[src/rtl/clk_supervisor_pkg.sv]
// Shared definitions for the clock supervisor: FSM state encoding,
// default parameter values and the counter-width helper.
package clk_supervisor_pkg;

    typedef enum logic [1:0] {
        ST_DCM_RST   = 2'd0,
        ST_WAIT_LOCK = 2'd1,
        ST_RUN       = 2'd2,
        ST_FAIL      = 2'd3
    } state_t;

    localparam int DEF_NCH          = 2;
    localparam int DEF_W            = 16;
    localparam int DEF_RST_CYCLES   = 8;
    localparam int DEF_LOCK_TIMEOUT = 1024;
    localparam int DEF_MAX_RETRY    = 3;

    // Ceiling log2, never less than 1 so a counter always has at least one bit.
    function automatic int clog2(input int value);
        int bits;
        int rem;
        bits = 0;
        rem  = value - 1;
        while (rem > 0) begin
            bits = bits + 1;
            rem  = rem >> 1;
        end
        return (bits < 1) ? 1 : bits;
    endfunction

endpackage

[src/rtl/ce_accum.sv]
// One fractional clock-enable channel: a phase accumulator that emits
// mul pulses for every div enabled cycles, with clamping at the edges.
module ce_accum
    import clk_supervisor_pkg::*;
#(
    parameter int W = DEF_W
) (
    input  logic         clk_in,
    input  logic         rst,
    input  logic         en,
    input  logic         clr,
    input  logic [W-1:0] mul,
    input  logic [W-1:0] div,
    output logic         ce
);

    logic [W:0] acc_reg;
    logic [W:0] acc_next;
    logic [W:0] acc_sum;
    logic       hit;

    // Next accumulator value and pulse decision for an enabled cycle.
    // With mul < div the accumulator stays below div, so W+1 bits never
    // overflow; mul >= div is clamped to a pulse every cycle with acc held.
    always_comb begin
        acc_sum  = acc_reg + {1'b0, mul};
        hit      = 1'b0;
        acc_next = acc_reg;
        if (div == '0 || mul == '0) begin
            hit      = 1'b0;
            acc_next = acc_reg;
        end else if (mul >= div) begin
            hit      = 1'b1;
            acc_next = acc_reg;
        end else if (acc_sum >= {1'b0, div}) begin
            hit      = 1'b1;
            acc_next = acc_sum - {1'b0, div};
        end else begin
            hit      = 1'b0;
            acc_next = acc_sum;
        end
    end

    // Accumulator and registered pulse; clear wins over an update.
    always_ff @(posedge clk_in) begin
        if (rst || clr) begin
            acc_reg <= '0;
            ce      <= 1'b0;
        end else if (en) begin
            acc_reg <= acc_next;
            ce      <= hit;
        end else begin
            ce      <= 1'b0;
        end
    end

endmodule

[src/rtl/clk_supervisor.sv]
// Clock supervisor: sequences the external DCM reset, waits for lock
// with bounded retries, and generates per-channel fractional clock
// enables only while the DCM is locked.
module clk_supervisor
    import clk_supervisor_pkg::*;
#(
    parameter int NCH          = DEF_NCH,
    parameter int W            = DEF_W,
    parameter int RST_CYCLES   = DEF_RST_CYCLES,
    parameter int LOCK_TIMEOUT = DEF_LOCK_TIMEOUT,
    parameter int MAX_RETRY    = DEF_MAX_RETRY
) (
    input  logic                              clk_in,
    input  logic                              rst,
    input  logic                              dcm_locked,
    output logic                              dcm_rst,
    input  logic [NCH*W-1:0]                  ratio_mul,
    input  logic [NCH*W-1:0]                  ratio_div,
    input  logic                              ratio_load,
    output logic [NCH-1:0]                    ce_out,
    output logic                              ready,
    output logic                              fail,
    output logic [clog2(MAX_RETRY+1)-1:0]     retry_cnt
);

    localparam int RC_W    = clog2(MAX_RETRY + 1);
    localparam int CNT_MAX = (RST_CYCLES > LOCK_TIMEOUT) ? RST_CYCLES : LOCK_TIMEOUT;
    localparam int CNT_W   = clog2(CNT_MAX);

    localparam logic [CNT_W-1:0] RST_LAST    = CNT_W'(RST_CYCLES - 1);
    localparam logic [CNT_W-1:0] WAIT_LAST   = CNT_W'(LOCK_TIMEOUT - 1);
    localparam logic [RC_W-1:0]  RETRY_LIMIT = RC_W'(MAX_RETRY);

    logic [1:0]       sync_reg;
    logic             lk_s;
    state_t           state_reg;
    logic [CNT_W-1:0] cnt_reg;
    logic [RC_W-1:0]  retry_reg;
    logic [RC_W-1:0]  retry_inc;
    logic             dcm_rst_reg;
    logic             ready_reg;
    logic             fail_reg;
    logic [NCH*W-1:0] mul_reg;
    logic [NCH*W-1:0] div_reg;
    logic             enter_run;
    logic             stay_run;
    logic             acc_clr;

    assign lk_s      = sync_reg[1];
    assign retry_inc = retry_reg + RC_W'(1);

    // Accumulators advance only on cycles that remain in RUN; a lock-loss
    // cycle already counts as leaving RUN so no stray pulse follows it.
    assign enter_run = (state_reg == ST_WAIT_LOCK) && lk_s;
    assign stay_run  = (state_reg == ST_RUN) && lk_s;
    assign acc_clr   = ratio_load || enter_run;

    assign dcm_rst   = dcm_rst_reg;
    assign ready     = ready_reg;
    assign fail      = fail_reg;
    assign retry_cnt = retry_reg;

    // Two-flop LOCKED synchronizer; held clear while the DCM is in reset
    // because LOCKED from a DCM under reset carries no information.
    always_ff @(posedge clk_in) begin
        if (rst || dcm_rst_reg) begin
            sync_reg <= 2'b00;
        end else begin
            sync_reg <= {sync_reg[0], dcm_locked};
        end
    end

    // Shadow ratio registers, loadable in any state.
    always_ff @(posedge clk_in) begin
        if (rst) begin
            mul_reg <= '0;
            div_reg <= '0;
        end else if (ratio_load) begin
            mul_reg <= ratio_mul;
            div_reg <= ratio_div;
        end
    end

    // Supervisor FSM with registered status outputs.
    always_ff @(posedge clk_in) begin
        if (rst) begin
            state_reg   <= ST_DCM_RST;
            cnt_reg     <= '0;
            retry_reg   <= '0;
            dcm_rst_reg <= 1'b1;
            ready_reg   <= 1'b0;
            fail_reg    <= 1'b0;
        end else begin
            case (state_reg)
                ST_DCM_RST: begin
                    if (cnt_reg == RST_LAST) begin
                        state_reg   <= ST_WAIT_LOCK;
                        cnt_reg     <= '0;
                        dcm_rst_reg <= 1'b0;
                    end else begin
                        cnt_reg <= cnt_reg + CNT_W'(1);
                    end
                end
                ST_WAIT_LOCK: begin
                    if (lk_s) begin
                        state_reg <= ST_RUN;
                        cnt_reg   <= '0;
                        ready_reg <= 1'b1;
                    end else if (cnt_reg == WAIT_LAST) begin
                        cnt_reg     <= '0;
                        retry_reg   <= retry_inc;
                        dcm_rst_reg <= 1'b1;
                        if (retry_inc == RETRY_LIMIT) begin
                            state_reg <= ST_FAIL;
                            fail_reg  <= 1'b1;
                        end else begin
                            state_reg <= ST_DCM_RST;
                        end
                    end else begin
                        cnt_reg <= cnt_reg + CNT_W'(1);
                    end
                end
                ST_RUN: begin
                    if (!lk_s) begin
                        state_reg   <= ST_DCM_RST;
                        cnt_reg     <= '0;
                        retry_reg   <= '0;
                        dcm_rst_reg <= 1'b1;
                        ready_reg   <= 1'b0;
                    end
                end
                default: begin
                    // FAIL is terminal until rst; keep the DCM held in reset.
                    state_reg   <= ST_FAIL;
                    dcm_rst_reg <= 1'b1;
                    fail_reg    <= 1'b1;
                    ready_reg   <= 1'b0;
                end
            endcase
        end
    end

    generate
        for (genvar gi = 0; gi < NCH; gi++) begin : g_ch
            ce_accum #(
                .W(W)
            ) u_accum (
                .clk_in (clk_in),
                .rst    (rst),
                .en     (stay_run),
                .clr    (acc_clr),
                .mul    (mul_reg[gi*W +: W]),
                .div    (div_reg[gi*W +: W]),
                .ce     (ce_out[gi])
            );
        end
    endgenerate

endmodule

[config.mk]
export PLATFORM = sky130hd
export DESIGN_NAME = clk_supervisor
export DESIGN_NICKNAME = d
export VERILOG_FILES = /design/src/rtl/clk_supervisor_pkg.sv /design/src/rtl/ce_accum.sv /design/src/rtl/clk_supervisor.sv
export SDC_FILE = /design/constraint.sdc
export NUM_CORES = 1
export LEC_CHECK = 0
export CORE_MARGIN = 1
export CORE_UTILIZATION = 45
export CTS_CLUSTER_SIZE = 24
export DETAILED_ROUTE_END_ITERATION = 16
export GPL_TIMING_DRIVEN = 0
export SLEW_MARGIN = 20
export SYNTH_ARGS = -nofsm -noshare
export SYNTH_HDL_FRONTEND = slang
export SYNTH_SLANG_ARGS = --single-unit
[constraint.sdc]
create_clock -name clk_in -period 8.5 [get_ports clk_in]
set_clock_uncertainty 0.1 [all_clocks]
set_input_delay 1.7 -clock clk_in [delete_from_list [all_inputs] [get_ports clk_in]]
set_output_delay 1.7 -clock clk_in [all_outputs]
set_load 0.01 [all_outputs]
==> summary.txt <==
Global route
  – Pin count of the biggest net entering global routing: 17
  – First-pass GRT wire length: about 40000 um
  – All-Layer GR Usage: about a quarter
  – Initial antenna violation count: 0
  – Total grt overflow: 0
  – Vias in the first global route: between 7000 and 8000

Synthesis
  – Post-synth top area share: roughly 27%
  – Cells after synthesis: 1051
  – Post-Synth XOR/XNOR Area: 5.08%
  – FF+latch count, synth: 119
  – Post-synthesis mux area share: 11.0%
  – Ys flop type: dfxtp_1
  – Yosys synthesis warning count: 0
  – EDFF count, synth: 0
  – Asr flop ratio synth: 0%
  – Simple logic cell fraction of the synthesized area: 19.0%
  – Netlist cell types: 70
  – Synth Area in Compound Gates: 18.4%
  – Main combinational cell family by area after synthesis: simple AND/OR/NAND/NOR gates
  – Synthesized Nets: around 1200
  – Seq/Total Area, Yosys: 27.1%
  – Avg Cell Area, Syn: around 8.4 sq um
  – Mapped Area: 8790 sq um
  – Synth area leaders: dfxtp_1, ha_1, mux2i_1, nor2_1, xnor2_1
  – Synth area leader: dfxtp_1
  – Synth Area in Adders: between 10% and 20%

Critical path
  – CP Capture Type: flop
  – CP Launch Type: flop
  – Worst path required time: slightly below 9 ns
  – Crit path max-delay family: compound AO/OA/AOI/OAI gates
  – Crit path buf inv count: 1
  – Worst-path fanout max: 10
  – Slowest CP cell: fa_1
  – CP Data Arrival Time: 5.10 ns
  – Max stage delay on crit path: 0.44 ns
  – Crit path kind: flop to flop
  – Critical path cell sequence: ha_1 > fa_1 > a211oi_1 > o21ai_2 > o21ai_0 > o21ai_0 > a21oi_1 > xnor2_1 > ha_1 > and3_1 > and3_1 > a2111oi_0 > a211o_2 > nor4b_4 > nor2_4 > buf_6 > mux2i_1 > o21ai_1

Cells and area
  – Area growth syn-to-layout: 19.0%
  – Max FFs per register: 34
  – Layout Nets: 1318
  – Inserted Diodes: 0
  – Finished Layout Cells: 1417
  – Layout cell share with drive strength beyond 1: 4.93%

Power
  – Psw: 0.638 mW
  – Clock power share: 39.5%
  – Leakage: between 4 and 5 nW
  – P per Cell Area: about 180 nW/um^2
  – Sw Share: 33.3%
  – Reg power frac: 32.4%
  – Max VDD drop: 158 uV
  – Comb pwr share: 28.2%
  – Internal: 1.28 mW

Timing
  – Final setup margin: approximately 3.6 ns
  – Min cycle time layout: 4.89 ns
  – Worst-Margin Slew: between 0.9 and 1 ns
  – RSZ-0062 raised after global routing: false
  – TNS Setup: 0 ns
  – Slew headroom: 36.9%
  – Final setup violation count: 0
  – Max-slew violations: 0
  – Fmax achieved: 0.205 GHz
  – Fin crit share: between 50% and 60%
  – Final Hold Viols: 0

Placed design
  – Worst slack at placement: ~3.7 ns
  – I/O Buffers: 74
  – GPL Wtd Cong: 0.909
  – Placed Instances: 1385
  – DP Wirelength: 19400 um

Route
  – Vias: 7965
  – ANT nets after route: 0
  – Iteration-0 DRC Markers: 447
  – Routed len/inst: 17.7 um
  – Routed vias/inst: 5.62
  – Drt pass-1 iters: 5
  – DRT Wirelength: 25100 um
  – Drt drc: 0

Clock network
  – H-tree Lvls: 4
  – Deepest clock path buffer count: 2
  – CTS buffer count: 17
  – Post-CTS resize count: 0
  – Hold buffers post-CTS: 0
  – Worst skew pair latency: 0.44 ns
  – Setup Buffers After CTS: 0
  – Clock sinks: 119
  – Worst-path clk slew: 0.06 ns
  – TritonCTS clock tree: yes
  – CTS root buffer: clkbuf_16

Worst hold path
  – Worst hold path type: flop to flop

Flow run
  – Number of max-cap violations: 0

Floorplanning
  – Die Width: 142 um
  – Num ports: 75
  – Initial core utilization: 46.4%
  – Total core area: 19000 sq um
  – Die height: 142 um
  – Die area: ~20000 sq um
  – Row Count: 50

Run status
  – Outcome: finished clean
cells in the final DEF (no fill, tap or decap), types with 7 or more instances in the layout:
cell type | netlist | layout
clkdlybuf4s50_1 | 0 | 74
o21bai_1 | 11 | 11
a211oi_1 | 21 | 20
nand4_1 | 19 | 19
clkbuf_16 | 0 | 17
a21o_1 | 23 | 23
nand2b_1 | 9 | 9
xnor2_1 | 37 | 37
a21oi_1 | 61 | 61
inv_1 | 55 | 55
nor4_1 | 23 | 23
ha_1 | 102 | 102
nor2_1 | 132 | 132
or2_2 | 7 | 7
o21a_1 | 9 | 9
o21ai_1 | 17 | 17
nor3b_1 | 7 | 7
o211ai_1 | 7 | 7
dfxtp_1 | 119 | 119
xor2_1 | 14 | 14
and3_1 | 12 | 12
mux2i_1 | 97 | 97
nand3_1 | 26 | 26
clkbuf_1 | 17 | 17
o21ai_0 | 47 | 47
buf_1 | 7 | 7
nor3_1 | 29 | 29
nand2_1 | 52 | 52
power groups by stage:
stage | clock network (mW) | registers [mW] | logic, mW
final | 0.755 | 0.619 | 0.539
after global routing | 0.792 | 0.623 | 0.597
after CTS | 0.765 | 0.619 | 0.535
after detailed placement | 0 | 0.631 | 0.529
after global placement | 0 | 0.631 | 0.527
after floorplan | 0 | 0.620 | 0.392
cells in the mapped netlist (7+ instances only):
library cell,count
nand4_1,19
clkbuf_1,17
and3_1,12
o21ai_1,17
nand2b_1,9
o21a_1,9
nor2_1,132
xnor2_1,37
a21oi_1,61
a211oi_1,21
o21bai_1,11
nor3_1,29
ha_1,102
nor4_1,23
inv_1,55
or2_2,7
mux2i_1,97
xor2_1,14
buf_1,7
o211ai_1,7
o21ai_0,47
a21o_1,23
dfxtp_1,119
nand2_1,52
nand3_1,26
nor3b_1,7
path summary, 6_finish.rpt:
path	start	endpoint	slack (ns)	cells after the start
worst max-delay path	mul_reg[0]	g_ch[0].u_accum.acc_reg[12]	3.61	18
worst min-delay path	g_ch[0].u_accum.acc_reg[11]	g_ch[0].u_accum.acc_reg[11]	0.35	2
worst max register to register	mul_reg[0]	g_ch[0].u_accum.acc_reg[12]	3.61	18
worst min register to register	g_ch[0].u_accum.acc_reg[11]	g_ch[0].u_accum.acc_reg[11]	0.35	2
stage by stage:
stage          utilization (%)  cell area [sq um]  total power, mW  hold slack (ns)
4_1_cts                   55.2              10500             1.92            0.357
3_3_place_gp              52.0               9860             1.16            0.343
6_report                  55.2              10500             1.91            0.354
5_1_grt                   55.2              10500             2.01            0.372
3_5_place_dp              52.0               9860             1.16            0.348
2_1_floorplan                -               8790             1.01            0.332
cells by family after synthesis:
logic type,after synthesis
AND/OR/NAND/NOR,343
AO/OA/AOI/OAI,249
flip-flops,119
adder cells (fa/ha/maj),106
multiplexers,97
buffers and inverters,86
XOR/XNOR,51
final cells by class:
| cell class | instances | area (sq um) |
|---|---|---|
| Clock inverter | 14 | 164 |
| Inverter | 55 | 206 |
| Fill cell | 1858 | 8490 |
| Timing Repair Buffer | 74 | 741 |
| Clock buffer | 18 | 439 |
| Sequential cell | 119 | 2380 |
| Tap cell | 260 | 325 |
| Buffer | 31 | 139 |
| Multi-Input combinational cell | 846 | 6070 |
routing by layer:
layer	vias up	global-route usage, %	wire, um
met5	-	0	0
li1	4043	-	-
met4	0	6.96	322
met2	191	39.4	10600
met1	3709	36.4	12800
met3	22	6.34	1400
tightest hold or removal path, delay by kind of cell (launching register included):
family	cells	cell delay, ns
flops	1	0.31
simple gates	1	0.05
compound gates	1	0.05
No activity file was read; power rests on OpenSTA's default activity.
